File: config.mk
export PLATFORM = sky130hd
export DESIGN_NAME = bias_bram_reader
export DESIGN_NICKNAME = d
export VERILOG_FILES = /design/src/rtl/bias_bram_reader.sv
export SDC_FILE = /design/constraint.sdc
export NUM_CORES = 1
export LEC_CHECK = 0
export ABC_AREA = 0
export CAP_MARGIN = 10
export CORE_UTILIZATION = 39
export CTS_CLUSTER_SIZE = 12
export DETAILED_ROUTE_END_ITERATION = 16
export DONT_BUFFER_PORTS = 1
export PLACE_DENSITY = 0.51
export SLEW_MARGIN = 20
export SYNTH_ARGS = -nofsm -noshare
export SYNTH_HDL_FRONTEND = slang
export SYNTH_SLANG_ARGS = --single-unit
File: constraint.sdc
create_clock -name clk -period 11.9 [get_ports clk]
set_clock_uncertainty 0.2 [all_clocks]
set_input_delay 2.38 -clock clk [delete_from_list [all_inputs] [get_ports clk]]
set_output_delay 2.38 -clock clk [all_outputs]
set_load 0.05 [all_outputs]
File: src/rtl/bias_bram_reader.sv
// Streams num_words RAM words starting at base_addr as B_BW-bit biases, low slice first.
// Define BIAS_RD_WRAP_EN to wrap addresses at MEM_DEPTH instead of rejecting overrunning requests.
module bias_bram_reader #(
  parameter int MEM_SIZE  = 40,
  parameter int MEM_DEPTH = 49,
  parameter int B_BW      = 8
) (
  input  logic                clk,
  input  logic                rst,
  input  logic                start,
  input  logic [5:0]          base_addr,
  input  logic [5:0]          num_words,
  output logic                busy,
  output logic                done,
  output logic                err,
  output logic                ram_en,
  output logic                ram_regce,
  output logic [5:0]          ram_addr,
  input  logic [MEM_SIZE-1:0] ram_dout,
  output logic [B_BW-1:0]     bias_out,
  output logic                bias_valid,
  input  logic                bias_ready,
  output logic                bias_last
);

  localparam int NSL = MEM_SIZE / B_BW;
  localparam int SW  = $clog2(NSL);

  typedef enum logic [1:0] {IDLE, FETCH, DRAIN, DONE} state_t;

  state_t              state;
  logic [5:0]          cur_addr;
  logic [5:0]          rem;
  logic [5:0]          ld_rem;
  logic                cap_q;
  logic [MEM_SIZE-1:0] fifo_mem [4];
  logic [1:0]          wp, rp;
  logic [2:0]          fcnt;
  logic [MEM_SIZE-1:0] word_q;
  logic [SW-1:0]       slice_q;
  logic                uv, ulast;

  logic                req_ok, can_issue, hs, end_slice, push, pop;
  logic                cur_v, cur_last;
  logic [SW-1:0]       cur_slice;
  logic [MEM_SIZE-1:0] cur_word;
  logic [2:0]          occ;

  function automatic logic [5:0] addr_inc(input logic [5:0] a);
`ifdef BIAS_RD_WRAP_EN
    return (a == 6'(MEM_DEPTH - 1)) ? '0 : a + 6'd1;
`else
    return a + 6'd1;
`endif
  endfunction

`ifdef BIAS_RD_WRAP_EN
  assign req_ok = (int'(num_words) <= MEM_DEPTH) && (int'(base_addr) < MEM_DEPTH);
`else
  assign req_ok = (int'(base_addr) + int'(num_words) <= MEM_DEPTH);
`endif

  // A word arriving while nothing is being unpacked is presented straight from ram_dout
  // for its first slice, so the first bias appears in the same cycle the data does.
  always_comb begin
    cur_v     = uv | cap_q;
    cur_slice = uv ? slice_q : '0;
    cur_word  = uv ? word_q : ram_dout;
    cur_last  = uv ? ulast : (ld_rem == 6'd1);
    hs        = cur_v & bias_ready;
    end_slice = (cur_slice == SW'(NSL - 1));
    pop       = uv & hs & end_slice & (fcnt != 3'd0);
    push      = cap_q & uv & ~(hs & end_slice & (fcnt == 3'd0));
    occ       = fcnt + 3'(uv) + 3'(ram_en) + 3'(ram_regce) + 3'(cap_q);
    can_issue = (occ < 3'd4);
    bias_valid = cur_v;
    bias_last  = cur_v & cur_last & end_slice;
    bias_out   = '0;
    if (cur_v) bias_out = cur_word[B_BW*int'(cur_slice) +: B_BW];
  end

  always_ff @(posedge clk or posedge rst) begin
    if (rst) begin
      state     <= IDLE;
      busy      <= 1'b0;
      done      <= 1'b0;
      err       <= 1'b0;
      ram_en    <= 1'b0;
      ram_regce <= 1'b0;
      ram_addr  <= '0;
      cur_addr  <= '0;
      rem       <= '0;
      ld_rem    <= '0;
      cap_q     <= 1'b0;
      wp        <= '0;
      rp        <= '0;
      fcnt      <= '0;
      word_q    <= '0;
      slice_q   <= '0;
      uv        <= 1'b0;
      ulast     <= 1'b0;
      for (int unsigned i = 0; i < 4; i++) fifo_mem[i] <= '0;
    end else begin
      ram_regce <= ram_en;
      cap_q     <= ram_regce;
      ram_en    <= 1'b0;
      ram_addr  <= '0;
      done      <= 1'b0;
      err       <= 1'b0;

      case (state)
        IDLE: if (start) begin
          busy <= 1'b1;
          if (num_words == 6'd0) begin
            state <= DONE;
            done  <= 1'b1;
          end else if (!req_ok) begin
            state <= DONE;
            done  <= 1'b1;
            err   <= 1'b1;
          end else begin
            ram_en   <= 1'b1;
            ram_addr <= base_addr;
            cur_addr <= addr_inc(base_addr);
            rem      <= num_words - 6'd1;
            ld_rem   <= num_words;
            state    <= (num_words == 6'd1) ? DRAIN : FETCH;
          end
        end
        FETCH: if (can_issue) begin
          ram_en   <= 1'b1;
          ram_addr <= cur_addr;
          cur_addr <= addr_inc(cur_addr);
          rem      <= rem - 6'd1;
          if (rem == 6'd1) state <= DRAIN;
        end
        DRAIN: if (hs && bias_last) begin
          state <= DONE;
          done  <= 1'b1;
        end
        DONE: begin
          state <= IDLE;
          busy  <= 1'b0;
        end
        default: state <= IDLE;
      endcase

      if (!uv) begin
        if (cap_q) begin
          word_q  <= ram_dout;
          uv      <= 1'b1;
          slice_q <= hs ? SW'(1) : '0;
          ulast   <= (ld_rem == 6'd1);
          ld_rem  <= ld_rem - 6'd1;
        end
      end else if (hs) begin
        if (end_slice) begin
          if (fcnt != 3'd0) begin
            word_q  <= fifo_mem[rp];
            slice_q <= '0;
            ulast   <= (ld_rem == 6'd1);
            ld_rem  <= ld_rem - 6'd1;
          end else if (cap_q) begin
            word_q  <= ram_dout;
            slice_q <= '0;
            ulast   <= (ld_rem == 6'd1);
            ld_rem  <= ld_rem - 6'd1;
          end else begin
            uv <= 1'b0;
          end
        end else begin
          slice_q <= slice_q + SW'(1);
        end
      end

      if (push) begin
        fifo_mem[wp] <= ram_dout;
        wp           <= wp + 2'd1;
      end
      if (pop) rp <= rp + 2'd1;
      fcnt <= fcnt + 3'(push) - 3'(pop);
    end
  end

endmodule

Word level (Yosys, flattened, before mapping)
Index checks and enable logic that the tools add are counted.

cells by class
  eq/ne operators = 16
  $add $sub $neg = 15
  reduce and logical (&&, ||, !) cells = 14
  divide/modulo/power cells = 0
  multipliers = 0
  order comparisons = 5
  shift-type cells = 1
  multiplexer cells = 79
  bitwise logic cells = 14

operator list
  kind                                                             count
  two-way mux 40 bit                                               9
  bitwise mux 160 bit                                              1
  two-way mux 6 bit                                                21
  binary-select mux 40 bit (select 2 bit)                          1
  demux 40 bit (select 2 bit)                                      1
  indexed part select 40 x 7 -> 8 bit                              1
  one-hot mux 6 bit (2 select lines)                               3
  two-way mux 1 bit                                                24
  two-way mux 3 bit                                                7
  == test 6 x 1 -> 1 bit (second input constant)                   3
  subtractor 6 x 1 -> 6 bit (second input constant)                3
  adder 3 x 1 -> 3 bit                                             5
  two-way mux 2 bit                                                7
  adder 6 x 1 -> 6 bit (second input constant)                     2
  != test 2 bit (second input constant)                            6
  AND 1 bit                                                        10
  two-way mux 8 bit                                                1
  one-hot mux 2 bit (4 select lines)                               1
  adder 6 x 6 -> 7 bit                                             1
  less-or-equal comparator 7 x 6 -> 1 bit (second input constant)  1
  greater-or-equal comparator 3 bit (second input constant)        2
  logical NOT 6 bit                                                1
  NOT 2 -> 3 bit                                                   2
  one-hot mux 1 bit (2 select lines)                               3
  21 further kinds                                                 28

word-level totals
  ROM bits = 0
  flip-flop bits (word level) = 244
  latch bits = 0
  output and inout bits = 21
  memory bits (writable) = 0
  word-level logic and storage cells = 166
  memories kept = 0
  input bits = 56

Logic depth before layout (Yosys ltp)
Gate-level depths: netlist of run 1.

  depth after elaboration = 11
  gate-level depth with buffers = 14
  gate-level depth less buffers = 12

Worst setup path before layout of run 1
No wires, ideal clock.

  path kind = input to output
  from = in ram_dout[0]
  to = out bias_out[0]
  path buffers = 0
  path slack = 6.284 ns
  data required time = 9.320 ns
  arrival time = 3.036 ns
  cell stages on the path = 2
  cells stage by stage = a22oi_1 -> o21ai_0

on the way
  cells in the longest elaborated chain, start to end = 3

ends and longest elaborated chain
  what                                 line  RTL
  from (decl)                          19    input logic [MEM_SIZE-1:0] ram_dout,
  two-way mux 40 bit                   68    cur_word = uv ? word_q : ram_dout;
  indexed part select 40 x 7 -> 8 bit  79    if (cur_v) bias_out = cur_word[B_BW*int'(cur_slice) +: B_BW];
  two-way mux 8 bit                    79
  to (decl)                            20    output logic [B_BW-1:0] bias_out,

No other way between the ends.

Worst setup path after layout of run 1
  from = in ram_dout[4]
  to = out bias_out[4]

Same word-level chain as after synthesis.

==> run summary, run 1 <==
status: completed
CTS tree: done
first-pass GRT wire length: 44700 µm
GRT overflow: 0
Yosys reg bits: 244
clock root cell: clkbuf_16
area leader, netlist: dfrtp_1
post-synthesis simple-gate area fraction: 5.39%
Least-Margin Pin Slew: 1190 ps
port buffer count: 0
RSZ-0062 raised after global routing: false
routability congestion estimate: 0.821
Internal: 0.00253 W
Post-CTS Setup Inserts: 0
final WL: 28600 µm
Max-slew headroom: 19.9%
Sink Count: 244
Routed Antenna Nets: 0
Mapped Avg Cell Area: 12.8 µm²
Pwr per Cell Area: 304 nW/µm²
Synth cell types: 60
Syn. warnings: 0
WP data arrival: 3120 ps
Post-Synth XOR/XNOR Area: 1.10%
WL per Instance: 21.5 µm
period utilization: 47.9%
area grow syn2layout: 10.4%
Via density: 5.59
register share of total power: 38.9%
DR pass1 iterations: 5
post-detail-place hpwl: 18000 µm
Rows: 63
Comb pwr share: 40.0%
layout cells sized above 1: 28.6%
top cells by area, synth: dfrtp_1 (51%), mux2_2 (13%), mux4_2 (9.0%)
Vias: 7440
Mapped Cells: 933
main combinational cell family by area after synthesis: multiplexers
quantity of hold-fixing buffers added after cts: 0
fmax: 176 MHz
GRT Total Usage: 18.6%
H-Tree Depth: 1
Die Wd: 177 µm
Worst Path Buf+Inv: 0
number of remaining DRC errors: 0
post-cts sizing count: 0
Chip Height: 177 µm
core area: 29900 µm²
synthesized cell area: 12000 µm²
Setup TNS: 0 ps
pin count of the biggest net entering global routing: 109
Final nets: 1007
multiplexer share of the synthesized area: 24.9%
Finished Layout Cells: 1330
initial drt markers: 397
slowest stage delay, CP: 680 ps
count of final setup violators: 0
Main synth FF type: dfrtp_1
sw frac: 37.0%
crit path max fanout: 6
critical path required time: 9320 ps
Slowest cell on crit path: o21ai_1
minimum clock period: 5700 ps
CP Launch Type: input pin
die footprint: 31300 µm²
worst skew pair latency: 560 ps
CP endpoint kind: primary output
post-synth top area share: 51.1%
Sw Pwr: 0.00148 W
max-slew violations: 0
delay-heaviest family, CP: compound AO/OA/AOI/OAI gates
final hold viol count: 0
Max VDD drop: 136 µV
Max Cap Viol: 0
crit-path cells: a22oi_1 > o21ai_1
Async SR Flop Fraction: 100%
total CTS buffers: 29
crit path kind: in2out
ANT cells: 0
Clk network pwr share: 21.1%
register area share after synthesis: 51.1%
Worst-path clk slew: 60 ps
Max Buffers Root-to-Sink: 3
Leak: 5.51 nW
Synth Area in Compound Gates: 10.6%
# IOs: 77
number of global-route vias before repair: 7565
hold crit path type: reg2reg
Synth Area in Adders: 3.22%
Initial Util: 40.0%
synth cell count leaders: dfrtp_1 (244), mux2_2 (134), nor2_1 (60)
placed insts: 1281
initial antenna violation count: 0
top-count cell post-synth: dfrtp_1
Net Count, Synth: 1018
number of synthesized flops with an enable pin: 0
power by group through the flow:
| stage | Sequential [W] | Clock, W | Combinational [W] |
|---|---|---|---|
| 2_1_floorplan | 0.00144 | 0 | 0.00135 |
| 3_3_place_gp | 0.00157 | 0 | 0.00160 |
| 3_5_place_dp | 0.00157 | 0 | 0.00163 |
| 4_1_cts | 0.00156 | 0.000873 | 0.00163 |
| 5_1_grt | 0.00161 | 0.000910 | 0.00175 |
| 6_report | 0.00156 | 0.000846 | 0.00161 |
state kept, by name (all words and copies together) (netlist names):
register / count
ulast: 1
ram_addr: 6
state: 2
cur_addr: 6
rem: 6
ram_regce: 1
rp: 2
cap_q: 1
ram_en: 1
slice_q: 3
uv: 1
wp: 2
done: 1
word_q: 40
fifo_mem: 160
fcnt: 3
ld_rem: 6
err: 1
busy: 1
stage by stage:
step           util (%)  worst slack, ps  total power (W)  cell area [µm²]  hold WS (ps)
3_3_place_gp       41.1             6200          0.00317            12300           272
4_1_cts            44.2             6210          0.00407            13200           288
6_report           44.2             6200          0.00401            13200           283
5_1_grt            44.2             6000          0.00427            13200           305
3_5_place_dp       41.1             6230          0.00320            12300           275
2_1_floorplan         -             2620          0.00279            12000           259
cell type report:
class / instances / area (µm²)
clock buffer: 41 / 821
clock inverter: 8 / 95.1
fill: 2722 / 16700
inverter: 37 / 146
multi-input combinational: 596 / 5430
sequential: 244 / 6110
tap: 390 / 488
timing repair buffer: 14 / 105
cells by family after synthesis:
logic type,Yosys count
mux,217
fa+ha+maj,29
xor+xnor,15
compound gates,190
buf+inv,93
simple gates,145
flops,244
routing by layer:
layer / wire (µm) / track usage, % / part of all wire, % / vias up
li1: - / - / - / 3416
met1: 12300 / 24.2 / 43 / 3827
met2: 14500 / 32.1 / 51 / 160
met4: 512 / 4.20 / 1.8 / 0
met3: 1280 / 3.31 / 4.5 / 37
met5: 0 / 0 / 0 / -
final timing paths:
check	startpoint	to	slack [ps]	cells past startpoint
setup / recovery	ram_dout[4]	bias_out[4]	6200	2
hold / removal	fifo_mem[88]$_DFFE_PP0P_	fifo_mem[88]$_DFFE_PP0P_	280	1
setup reg to reg	slice_q[0]$_DFFE_PP0P_	fcnt[2]$_DFF_PP0_	8490	12
hold reg to reg	fifo_mem[88]$_DFFE_PP0P_	fifo_mem[88]$_DFFE_PP0P_	280	1
max in group asynchronous	rst	rp[1]$_DFFE_PP0P_	8450	2
min in group asynchronous	rst	cur_addr[3]$_DFFE_PP0P_	1620	1
cells in the final DEF, fill, tap and decap left out, types with 3 or more instances in the layout:
master	netlist	layout
fa_1	3	3
nor2_1	60	60
o211ai_1	5	5
o21ai_0	33	25
clkbuf_1	19	7
mux2i_1	6	6
clkbuf_8	0	5
a22oi_1	10	10
ha_1	26	26
nand4_1	3	3
nand3_1	14	14
a211oi_1	3	3
nor3_1	8	8
inv_1	37	36
clkbuf_16	0	29
dfrtp_1	244	242
a2bb2oi_1	4	4
mux4_2	48	48
nand3b_1	3	3
nor2b_1	4	4
mux2_1	28	28
a21oi_1	54	54
buf_4	16	14
o21ai_1	3	10
a22o_1	7	7
o22ai_1	44	44
nand2_2	1	5
xor2_1	6	6
or2_2	4	4
nor4_1	3	3
xnor2_1	9	9
nand2_1	36	32
mux2_2	134	134
No activity file was read; power rests on OpenSTA's default activity.
==> run 2, diff against run 1 <==
--- a/config.mk
+++ b/config.mk
@@ -11,7 +11,7 @@
 export CTS_CLUSTER_SIZE = 12
 export DETAILED_ROUTE_END_ITERATION = 16
 export DONT_BUFFER_PORTS = 1
-export PLACE_DENSITY = 0.51
+export PLACE_DENSITY = 0.53
 export SLEW_MARGIN = 20
 export SYNTH_ARGS = -nofsm -noshare
 export SYNTH_HDL_FRONTEND = slang
==> constraint.sdc (replaced) <==
create_clock -name clk -period 5.1 [get_ports clk]
set_clock_uncertainty 0.2 [all_clocks]
set_input_delay 1.02 -clock clk [delete_from_list [all_inputs] [get_ports clk]]
set_output_delay 1.02 -clock clk [all_outputs]
set_load 0.05 [all_outputs]
==> run summary, run 2 (synthesis results as in run 1) <==
status: completed
GRT overflow: 0 (unchanged)
routability congestion estimate: 0.824 (+0.39%)
ANT cells: 0 (unchanged)
Sw Pwr: 0.00347 W (+130%)
register share of total power: 39.3% (+0.4 points)
sw frac: 37.2% (+0.21 points)
Worst Setup SP: slice_q[0]$_DFFE_PP0P_
pin count of the biggest net entering global routing: 117 (+7.3%)
Max Buffers Root-to-Sink: 3 (unchanged)
most frequent cells in the layout: dfrtp_1 (242), mux2_2 (134), nor2_1 (60)
core area: 29900 µm² (unchanged)
Least-Margin Pin Slew: 1120 ps (-73.7 ps)
die footprint: 31300 µm² (unchanged)
Internal: 0.00587 W (+130%)
Top reg by flops: fifo_mem
Rows: 63 (unchanged)
Routed Antenna Nets: 0 (unchanged)
R2R Path End: state[0]$_DFFE_PP0P_
R2R cell count: 9 (-3)
layout cells sized above 1: 29.0% (+0.33 points)
Worst-path clk slew: 60 ps (about the same)
CP endpoint kind: primary output
RSZ-0062 raised after global routing: false
initial antenna violation count: 0 (unchanged)
# IOs: 77 (unchanged)
fmax: 243 MHz
Sink Count: 244 (unchanged)
period utilization: 80.7%
count of final setup violators: 0 (unchanged)
max FFs per register: 160 (unchanged)
Pwr per Cell Area: 708 nW/µm² (+130%)
minimum clock period: 4120 ps
Post-CTS Setup Inserts: 0 (unchanged)
number of global-route vias before repair: 7732 (+2.2%)
GRT Total Usage: 18.9% (+0.30 points)
critical path required time: 3880 ps (-5440 ps)
total CTS buffers: 29 (unchanged)
Setup TNS: 0 ps (unchanged)
Leak: 5.52 nW (about the same)
crit path kind: reg2out
worst skew pair latency: 560 ps (about the same)
initial drt markers: 491 (+24%)
Comb pwr share: 39.9% (about the same)
crit path max fanout: 11 (+5)
area grow syn2layout: 10.4% (about the same)
reg-to-reg setup timing slack: 1720 ps (-6770 ps)
hold crit path type: in2async
Initial Util: 40.0% (unchanged)
Regs by FF count: fifo_mem (160), word_q (40)
final WL: 28600 µm (+0.11%)
number of remaining DRC errors: 0 (unchanged)
clock root cell: clkbuf_16
Final nets: 1011 (+0.40%)
Max-slew headroom: 24.9% (+4.9 points)
Via density: 5.62 (+0.51%)
CTS tree: done
first-pass GRT wire length: 45600 µm (+2.0%)
Place WS: 1550 ps (-4670 ps)
R2R Path Start: ram_en$_DFF_PP0_
DR pass1 iterations: 4 (-1)
final hold viol count: 0 (unchanged)
WL per Instance: 21.5 µm (-0.11%)
setup ws final: 983 ps (-5220 ps)
H-Tree Depth: 1 (unchanged)
Max VDD drop: 404 µV (+200%)
post-cts sizing count: 0 (unchanged)
WP data arrival: 2900 ps (-220 ps)
Chip Height: 177 µm (unchanged)
Vias: 7495 (+0.74%)
max-slew violations: 0 (unchanged)
Die Wd: 177 µm (unchanged)
post-detail-place hpwl: 18300 µm (+1.7%)
quantity of hold-fixing buffers added after cts: 0 (unchanged)
most common library cell in the layout ignoring fill and taps: dfrtp_1
port buffer count: 0 (unchanged)
CP Launch Type: register
Max Cap Viol: 0 (unchanged)
Clk network pwr share: 20.9% (-0.2 points)
[run 2: cell count changes in the layout (fill, tap and decap cells not counted), sizes merged]
cell	delta
buf	+4
inv	-3
clkbuf	-2
clkinv	+3
clkinvlp	+1
[run 2: cell type report]
type / instances / area, µm²
clock buffers: 39 / 793
clock inverters: 9 / 90.1
fillers: 2740 / 16700
inverters: 37 / 143
multi-input cells: 596 / 5430
flip-flops and latches: 244 / 6110
well taps: 390 / 488
repair buffers: 18 / 148
[run 2: per-stage QoR]
step | util, % | std cells | total power [W] | cell area (µm²) | hold WS, ps
after floorplan | - | 933 | 0.00651 | 12000 | 259
after global placement | 41.2 | 1285 | 0.00741 | 12300 | 268
after detailed placement | 41.2 | 1285 | 0.00748 | 12300 | 275
after CTS | 44.2 | 1333 | 0.00947 | 13200 | 155
after global routing | 44.2 | 1333 | 0.00996 | 13200 | 185
final | 44.2 | 1333 | 0.00934 | 13200 | 158
[run 2: routing by layer]
metal / track usage, % / part of all wire, %
met1: 25.5 / 44
met2: 30.9 / 48
met3: 3.99 / 5.3
met4: 4.63 / 2.4
met5: 0 / 0
[run 2: power groups by stage]
stage / Combinational (W) / Clock, W / Sequential [W]
6_report: 0.00373 / 0.00195 / 0.00367
5_1_grt: 0.00409 / 0.00207 / 0.00380
4_1_cts: 0.00379 / 0.00200 / 0.00367
3_5_place_dp: 0.00378 / 0 / 0.00370
3_3_place_gp: 0.00372 / 0 / 0.00369
2_1_floorplan: 0.00315 / 0 / 0.00337
[run 2: worst max-delay path, stage by stage (launching register included)]
cell and delay, ps:
dfrtp_1 570, inv_1 150, nand2_1 120, nor3_1 470, buf_4 280, a22oi_1 100, o21ai_1 650
[run 2: worst max-delay path by stage]
stage | endpoint | depth (start not counted) | slack [ps]
2_1_floorplan | busy$_DFFE_PP0P_ | 1 | 680
3_3_place_gp | ld_rem[2]$_DFF_PP0_ | 10 | 1610
3_5_place_dp | bias_out[1] | 6 | 1550
4_1_cts | bias_out[1] | 6 | 960
5_1_grt | bias_out[5] | 6 | 760
6_report | bias_out[4] | 6 | 980
